**config.mk**
```make
export PLATFORM = sky130hd
export DESIGN_NAME = tone_note_player
export DESIGN_NICKNAME = d
export VERILOG_FILES = /design/src/rtl/tone_note_player.sv
export SDC_FILE = /design/constraint.sdc
export NUM_CORES = 1
export LEC_CHECK = 0
export ABC_CLOCK_PERIOD_IN_PS = 3350
export BUFFER_PORTS_ARGS = -buffer_cell sky130_fd_sc_hd__buf_2
export CAP_MARGIN = 15
export CORE_ASPECT_RATIO = 0.5
export CORE_MARGIN = 4
export CORE_UTILIZATION = 60
export CTS_BUF_LIST = sky130_fd_sc_hd__clkbuf_16
export DETAILED_ROUTE_END_ITERATION = 7
export PLACE_DENSITY = 0.79
export SYNTH_ARGS = -nofsm -noshare
export SYNTH_HDL_FRONTEND = slang
export SYNTH_SLANG_ARGS = --single-unit
```
**constraint.sdc**
```tcl
create_clock -name clk -period 3.35 [get_ports clk]
set_clock_uncertainty 0.1 [all_clocks]
set_input_delay 1.005 -clock clk [delete_from_list [all_inputs] [get_ports clk]]
set_output_delay 1.005 -clock clk [all_outputs]
set_load 0.01 [all_outputs]
```
**src/rtl/tone_note_player.sv**
```systemverilog
// Square-wave note player: accepts one note (half-period, duration in ticks), plays it,
// then holds a silent gap before signalling completion and accepting the next note.
module tone_note_player #(
    parameter int CNT_W     = 22,
    parameter int DUR_W     = 16,
    parameter int TICK_DIV  = 50000,
    parameter int GAP_TICKS = 10
) (
    input  logic             clk,
    input  logic             rst_n,
    input  logic             note_valid,
    output logic             note_ready,
    input  logic [CNT_W-1:0] note_period,
    input  logic [DUR_W-1:0] note_dur,
    output logic             sound,
    output logic             busy,
    output logic             done
);

    localparam int PRE_W = (TICK_DIV > 1) ? $clog2(TICK_DIV) : 1;
    localparam int GAP_W = (GAP_TICKS > 0) ? $clog2(GAP_TICKS + 1) : 1;
    localparam logic [PRE_W-1:0] PRE_LAST = PRE_W'(TICK_DIV - 1);
    localparam logic [GAP_W-1:0] GAP_LOAD = GAP_W'(GAP_TICKS);

    typedef enum logic [1:0] {
        ST_IDLE = 2'd0,
        ST_PLAY = 2'd1,
        ST_GAP  = 2'd2
    } state_t;

    state_t             state_r, state_s;
    logic [CNT_W-1:0]   period_r, period_s;
    logic [CNT_W-1:0]   phase_r, phase_s;
    logic [DUR_W-1:0]   dur_r, dur_s;
    logic [PRE_W-1:0]   presc_r, presc_s;
    logic [GAP_W-1:0]   gap_r, gap_s;
    logic               sound_r, sound_s;
    logic               done_r, done_s;
    logic               ready_r, busy_r;
    logic               tick_s;

    assign tick_s     = (presc_r == PRE_LAST);
    assign note_ready = ready_r;
    assign busy       = busy_r;
    assign sound      = sound_r;
    assign done       = done_r;

    // Next-state, counter and output decode
    always_comb begin
        state_s  = state_r;
        period_s = period_r;
        phase_s  = phase_r;
        dur_s    = dur_r;
        presc_s  = presc_r;
        gap_s    = gap_r;
        sound_s  = sound_r;
        done_s   = 1'b0;
        case (state_r)
            ST_IDLE: begin
                if (note_valid) begin
                    period_s = note_period;
                    dur_s    = note_dur;
                    phase_s  = {CNT_W{1'b0}};
                    presc_s  = {PRE_W{1'b0}};
                    sound_s  = 1'b0;
                    if (note_dur == {DUR_W{1'b0}}) begin
                        done_s = 1'b1;
                    end else begin
                        state_s = ST_PLAY;
                    end
                end else begin
                    state_s = ST_IDLE;
                end
            end
            ST_PLAY: begin
                if (tick_s) begin
                    presc_s = {PRE_W{1'b0}};
                end else begin
                    presc_s = presc_r + PRE_W'(1);
                end
                if (tick_s && (dur_r == DUR_W'(1))) begin
                    // Last tick of the note: silence and move on to the gap (if any)
                    sound_s = 1'b0;
                    phase_s = {CNT_W{1'b0}};
                    dur_s   = {DUR_W{1'b0}};
                    if (GAP_TICKS == 0) begin
                        state_s = ST_IDLE;
                        done_s  = 1'b1;
                    end else begin
                        state_s = ST_GAP;
                        gap_s   = GAP_LOAD;
                    end
                end else begin
                    if (tick_s) begin
                        dur_s = dur_r - DUR_W'(1);
                    end else begin
                        dur_s = dur_r;
                    end
                    if (period_r == {CNT_W{1'b0}}) begin
                        sound_s = 1'b0;
                    end else if (phase_r == period_r) begin
                        sound_s = ~sound_r;
                        phase_s = {CNT_W{1'b0}};
                    end else begin
                        phase_s = phase_r + CNT_W'(1);
                    end
                end
            end
            ST_GAP: begin
                sound_s = 1'b0;
                if (tick_s) begin
                    presc_s = {PRE_W{1'b0}};
                    if (gap_r == GAP_W'(1)) begin
                        state_s = ST_IDLE;
                        gap_s   = {GAP_W{1'b0}};
                        done_s  = 1'b1;
                    end else begin
                        gap_s = gap_r - GAP_W'(1);
                    end
                end else begin
                    presc_s = presc_r + PRE_W'(1);
                end
            end
            default: begin
                state_s = ST_IDLE;
                sound_s = 1'b0;
            end
        endcase
    end

    // State, counters and registered outputs
    always_ff @(posedge clk or negedge rst_n) begin
        if (!rst_n) begin
            state_r  <= ST_IDLE;
            period_r <= {CNT_W{1'b0}};
            phase_r  <= {CNT_W{1'b0}};
            dur_r    <= {DUR_W{1'b0}};
            presc_r  <= {PRE_W{1'b0}};
            gap_r    <= {GAP_W{1'b0}};
            sound_r  <= 1'b0;
            done_r   <= 1'b0;
            ready_r  <= 1'b1;
            busy_r   <= 1'b0;
        end else begin
            state_r  <= state_s;
            period_r <= period_s;
            phase_r  <= phase_s;
            dur_r    <= dur_s;
            presc_r  <= presc_s;
            gap_r    <= gap_s;
            sound_r  <= sound_s;
            done_r   <= done_s;
            ready_r  <= (state_s == ST_IDLE);
            busy_r   <= (state_s != ST_IDLE);
        end
    end

endmodule
```
==> flow_summary_export.csv, run 1 <==
group,metric,value,unit
global_route,grt_first_pass_wirelength,19.6,mm
clock_tree,cts-root-buf,"clkbuf_16",
synth,yosysSeqAreaShare,0.437,
clock_tree,cts_tree,"done",
critical_path,required,3.54,ns
layout,fin_nets,608,
layout,layout_commonest_cell,"dfrtp_1",
floorplan,row_count,23,
critical_path,reg2reg_from,"presc_r[11]$_DFFE_PN0P_",
critical_path,slowest_delay,0.56,ns
layout,n_fill_cell,627,
layout,final_cell_mix,"85 x dfrtp_1, 43 x buf_2, 42 x nor2_1",
synth,synth.area.top_cells,"dfrtp_1 43%, xor2_1 5.3%, mux2_2 5.3%",
synth,synth-seq-cells,86,
routing,post_drt_wl_per_cell,17.3,um
critical_path,start_kind,"flop",
synth,syn_nets,562,
run,drv_cap,0,
floorplan,die_h,72.1,um
critical_path,crit_fanout,18,
floorplan,core_area,8000,sq um
layout,drive_gt1_frac,0.192,
routing,via_per_inst,6.14,
critical_path,cp-startpoint,"presc_r[11]$_DFFE_PN0P_",
worst_hold_path,hp-start,"dur_r[6]$_DFFE_PN0P_",
sta,rsz0062_at_grt,"false",
power_and_ir_drop,power_density,386,nW/um^2
synth,synth_cells,511,
synth,async_reset_ff_frac,1.00,
routing,vias,4137,
layout,area_delta_synth_final,13.4,%
sta,finalCritPeriodShare,0.866,
placed_design,place_inst,658,
sta,max_slew_margin,0.570,
critical_path,crit_chain,"nor4b_4, nand4_4, o31a_1, a21o_1, nor2_4, a41o_1",
synth,synth.top_cell.area_share,0.432,
sta,tns,0,ns
power_and_ir_drop,total_power,0.00216,W
routing,firstDrtPassIters,8,
placed_design,dp_hpwl,8.21,mm
sta,finalSetupViolCount,0,
clock_tree,clk_path_buf_depth,2,
synth,syn_area,4930,sq um
layout,multi_input_area,2590,sq um
clock_tree,htreeDepth,3,
synth,yosysTopAreaCell,"dfrtp_1",
routing,routed_wl,11.7,mm
synth,ys_types,63,
critical_path,worst_ep_arrival_time,3.09,ns
sta,timing.final.max_slew_violations,0,
power_and_ir_drop,ir_drop,0.294,mV
routing,drt_iter0_drc,351,
floorplan,io_pins,45,
layout,diodes,0,
routing,drt_drc_violations_left,0,
worst_hold_path,hold_class,"flop to flop",
floorplan,die-area,9810,sq um
synth,synth_edf_count,0,
placed_design,portBuffers,44,
global_route,grt_max_degree,60,
clock_tree,cts_hold_buf,0,
sta,finalHoldViolations,0,
clock_tree,cts_setup_buffers,0,
global_route,grt_use_total,0.255,
clock_tree,cts-buffers-inserted,9,
floorplan,die_w,136,um
critical_path,end_kind,"flop",
clock_tree,cts_num_sinks,86,
global_route,grt_overflow,0,
clock_tree,clk_latency,0.35,ns
placed_design,place_congestion,0.900,
critical_path,path_class,"flop to flop",
synth,synth_ff_type,"dfrtp_1",
synth,yosysWarnings,0,
global_route,antenna_found_initial,0,
run_status,status,"complete, no violations",
synth,syn_area_per_cell,9.64,sq um
clock_tree,post_cts_resized,0,
layout,seq_area,2150,sq um
global_route,grt_pass1_vias,3946,
sta,worst_pin_slew,0.645,ns
critical_path,critPathSlowestCell,"o31a_1",
routing,drtAntennaViolNets,0,
sta,max_freq,0.345,GHz
clock_tree,clk_pin_slew_worst_paths,0.07,ns
floorplan,start_util,0.616,
layout,fin_cells,674,
power_and_ir_drop,leakage,2.65,nW
sta,period_needed,2.90,ns
synthesized netlist by cell type, types with 4 or more instances:
cell / n
nor2_1: 42
a21o_1: 6
mux2_2: 23
ha_1: 10
nand4_1: 15
clkbuf_1: 11
nand2_1: 40
a22o_1: 19
nor4_1: 17
nor2b_1: 9
nor3_1: 18
or3_1: 4
and4_1: 4
inv_1: 20
nand3_1: 16
o21ai_1: 7
a21oi_1: 22
xor2_1: 30
o2bb2ai_1: 9
o21ai_0: 31
and3_1: 9
dfrtp_1: 85
state kept, by name, summed over array words and instances (netlist names):
name,count
sound,1
note_ready,1
phase_r,22
gap_r,4
period_r,22
state_r,2
presc_r,16
done,1
dur_r,16
busy,1
per-stage QoR:
| stage | instance area, sq um | setup slack (ns) | hold slack (ns) | utilization |
|---|---|---|---|---|
| 2_1_floorplan | 4930 | 1.00 | 0.350 | - |
| 3_3_place_gp | 5280 | 0.548 | 0.379 | 0.660 |
| 3_5_place_dp | 5280 | 0.490 | 0.387 | 0.660 |
| 4_1_cts | 5590 | 0.453 | 0.402 | 0.699 |
| 5_1_grt | 5590 | 0.292 | 0.422 | 0.699 |
| 6_report | 5590 | 0.451 | 0.400 | 0.699 |
power by group:
group,switching [W],internal (W)
clock,0.000462,0.000596
sequential,0,0.00104
combinational,0.0000352,0.0000247
area by class of cell:
type                    instances  area share
flip-flops and latches         86       0.385
multi-input cells             385       0.464
inverters                      21      0.0141
repair buffers                 54      0.0555
clock inverters                 7      0.0154
well taps                     112      0.0251
clock buffers                   9      0.0403
path summary, 6_finish.rpt:
path / slack [ns] / endpoint / cells past startpoint
max: 0.45 / phase_r[16]$_DFFE_PN0P_ / 6
min: 0.40 / dur_r[6]$_DFFE_PN0P_ / 2
max reg2reg: 0.45 / phase_r[16]$_DFFE_PN0P_ / 6
min reg2reg: 0.40 / dur_r[6]$_DFFE_PN0P_ / 2
max in group asynchronous: 1.98 / note_ready$_DFF_PN1_ / 2
min in group asynchronous: 0.48 / dur_r[5]$_DFFE_PN0P_ / 1
worst max-delay path: cells and delay by family (launching register included):
family / cells / cell delay (ns)
simple gates: 3 / 1.06
compound gates: 3 / 1.21
flops: 1 / 0.44
cells by family (layout without fill, tap and decap cells):
logic type      Yosys count  after routing  synth area share
fa+ha+maj                10             10            0.0254
compound gates          129            129             0.182
buf+inv                  40             91            0.0373
simple gates            192            192             0.211
mux                      23             23            0.0526
flops                    86             86             0.437
xor+xnor                 31             31            0.0551
per-layer routing:
metal  routed length [um]  up-vias  GRT usage
met2                 5430      146      0.391
li1                     -     1985          -
met1                 5370     1988      0.365
met5                    0        -          0
met4                  184        0     0.0793
met3                  692       18     0.0582
Note: power is estimated with default switching activity, not from simulation.
==> run 2, diff against run 1 <==
ABC_CLOCK_PERIOD_IN_PS = 2300   (was 3350)
CORE_UTILIZATION = 54   (was 60)
PLACE_DENSITY = 0.75   (was 0.79)
clock period = 2.3 ns   (was 3.35 ns; I/O delays follow)
==> flow_summary_export.csv, run 2 (same netlist as run 1, synthesis figures left out) <==
group,metric,value,unit
floorplan,core_area,8800,sq um
clock_tree,cts_num_sinks,86,
power_and_ir_drop,netSwitchingPower,0.000753,W
worst_hold_path,hold_class,"input port to async pin",
routing,firstDrtPassIters,5,
sta,setup_ws,-0.0225,ns
power_and_ir_drop,p_clk_frac,0.479,
sta,finalSetupViolCount,2,
global_route,grt_max_degree,37,
floorplan,die_w,143,um
sta,rsz0062_at_grt,"true",
routing,drt_iter0_drc,411,
power_and_ir_drop,combPwrFrac,0.030,
placed_design,place_congestion,0.932,
critical_path,end_kind,"flop",
routing,drt_drc_violations_left,0,
clock_tree,htreeDepth,3,
critical_path,start_kind,"flop",
power_and_ir_drop,ir_drop,0.362,mV
routing,routed_wl,13.2,mm
clock_tree,clk_path_buf_depth,2,
placed_design,portBuffers,44,
sta,timing.final.max_slew_violations,0,
critical_path,slowest_delay,0.53,ns
clock_tree,cts_hold_buf,0,
global_route,grt_first_pass_wirelength,20.8,mm
power_and_ir_drop,power_density,487,nW/um^2
clock_tree,cts-buffers-inserted,9,
run_status,failed_checks,"setup timing",
placed_design,dp_hpwl,9.22,mm
power_and_ir_drop,p_sw_frac,0.245,
layout,diodes,0,
layout,layout_commonest_cell,"dfrtp_1",
critical_path,required,2.43,ns
floorplan,die-area,10800,sq um
global_route,grt_overflow,0,
clock_tree,clk_latency,0.35,ns
sta,max_slew_margin,0.667,
floorplan,row_count,24,
layout,area_delta_synth_final,28.3,%
sta,finalHoldViolations,0,
run_status,status,"finished with violations",
global_route,grt_use_total,0.247,
routing,vias,4514,
layout,fin_util,0.718,
layout,fin_cells,746,
run,drv_cap,0,
power_and_ir_drop,leakage,3.03,nW
layout,final_cell_mix,"85 x dfrtp_1, 66 x buf_4, 43 x buf_2",
routing,post_drt_wl_per_cell,17.7,um
routing,drtAntennaViolNets,0,
critical_path,worst_ep_arrival_time,2.46,ns
critical_path,path_buf_inv,2,
power_and_ir_drop,seqPwrFrac,0.491,
critical_path,critPathSlowestCell,"or4_1",
layout,final_area,6320,sq um
critical_path,path_class,"flop to flop",
clock_tree,cts-root-buf,"clkbuf_16",
sta,period_needed,2.32,ns
layout,fin_nets,675,
power_and_ir_drop,internal_power,0.00232,W
sta,finalCritPeriodShare,1.01,
critical_path,crit_chain,"or4_1, nor4_1, buf_4, a21o_1, nor2_4, buf_12, a221o_1",
global_route,antenna_found_initial,0,
floorplan,start_util,0.560,
sta,worst_pin_slew,0.499,ns
floorplan,io_pins,45,
clock_tree,cts_tree,"done",
critical_path,crit_fanout,9,
placed_design,place_ws,-0.0316,ns
placed_design,place_inst,724,
clock_tree,clk_pin_slew_worst_paths,0.07,ns
critical_path,crit_family,"simple AND/OR/NAND/NOR gates",
floorplan,die_h,75.5,um
layout,drive_gt1_frac,0.326,
routing,via_per_inst,6.05,
global_route,grt_pass1_vias,4233,
layout,n_fill_cell,625,
sta,max_freq,0.431,GHz
layout,largestRegisters,"period_r: 22 flops, phase_r: 22 flops",
placed_design,place_area,5770,sq um
run 2: changes by cell type in the layout (fill, tap and decap cells not counted), sizes merged:
cell      previous run  this run
buf                 54       121
bufinv               1         0
clkinv               1         2
clkinvlp             1         0
inv                 25        26
run 2: power groups by stage:
stage / sequential [W] / clock (W) / combinational [W]
6_report: 0.00151 / 0.00147 / 0.0000926
3_3_place_gp: 0.00154 / 0 / 0.0000926
4_1_cts: 0.00151 / 0.00149 / 0.0000948
3_5_place_dp: 0.00154 / 0 / 0.0000940
2_1_floorplan: 0.00154 / 0 / 0.0000120
5_1_grt: 0.00151 / 0.00155 / 0.000104
run 2: final timing paths:
path                                    startpoint                  endpoint  slack [ns]  cells past startpoint
max reg2reg                period_r[5]$_DFFE_PN0P_    phase_r[4]$_DFFE_PN0P_       -0.02                      7
min                                          rst_n      dur_r[0]$_DFFE_PN0P_        0.19                      1
min reg2reg                  dur_r[12]$_DFFE_PN0P_     dur_r[12]$_DFFE_PN0P_        0.40                      2
max                        period_r[5]$_DFFE_PN0P_    phase_r[4]$_DFFE_PN0P_       -0.02                      7
min in group clk             dur_r[12]$_DFFE_PN0P_     dur_r[12]$_DFFE_PN0P_        0.40                      2
max in group asynchronous                    rst_n  period_r[20]$_DFFE_PN0P_        1.25                      2
run 2: layer usage:
layer / wire length (um) / track usage
met5: 0 / 0
met2: 6180 / 0.401
met3: 885 / 0.0558
met1: 5890 / 0.332
met4: 275 / 0.0885
run 2: worst register-to-register path, delay by kind of cell (launching register included):
family	cells	cell delay (ns)
simple gates	3	0.84
compound gates	2	0.52
flops	1	0.41
buf+inv	2	0.33
run 2: layout make-up:
class | count | area, sq um | share of cell area
clock inverters | 7 | 71.3 | 0.0113
inverters | 21 | 78.8 | 0.0125
clock buffers | 9 | 225 | 0.0356
well taps | 117 | 146 | 0.0232
repair buffers | 121 | 872 | 0.138
multi-input cells | 385 | 2770 | 0.439
flip-flops and latches | 86 | 2150 | 0.341
run 2: repair_timing:
action	4_1_cts	5_1_grt
gates resized for setup	3	50
gates cloned	0	2
pin swaps	2	26
setup buffers	1	3
setup endpoints to repair	12	46
run 2: per-stage QoR:
stage | setup TNS (ns) | hold slack, ns | total power (W)
after detailed placement | -0.170 | 0.385 | 0.00163
after CTS | -0.0164 | 0.220 | 0.00310
final | -0.0249 | 0.193 | 0.00308
after global routing | -1.37 | 0.245 | 0.00317
after floorplan | 0 | 0.294 | 0.00155
after global placement | 0 | 0.371 | 0.00163
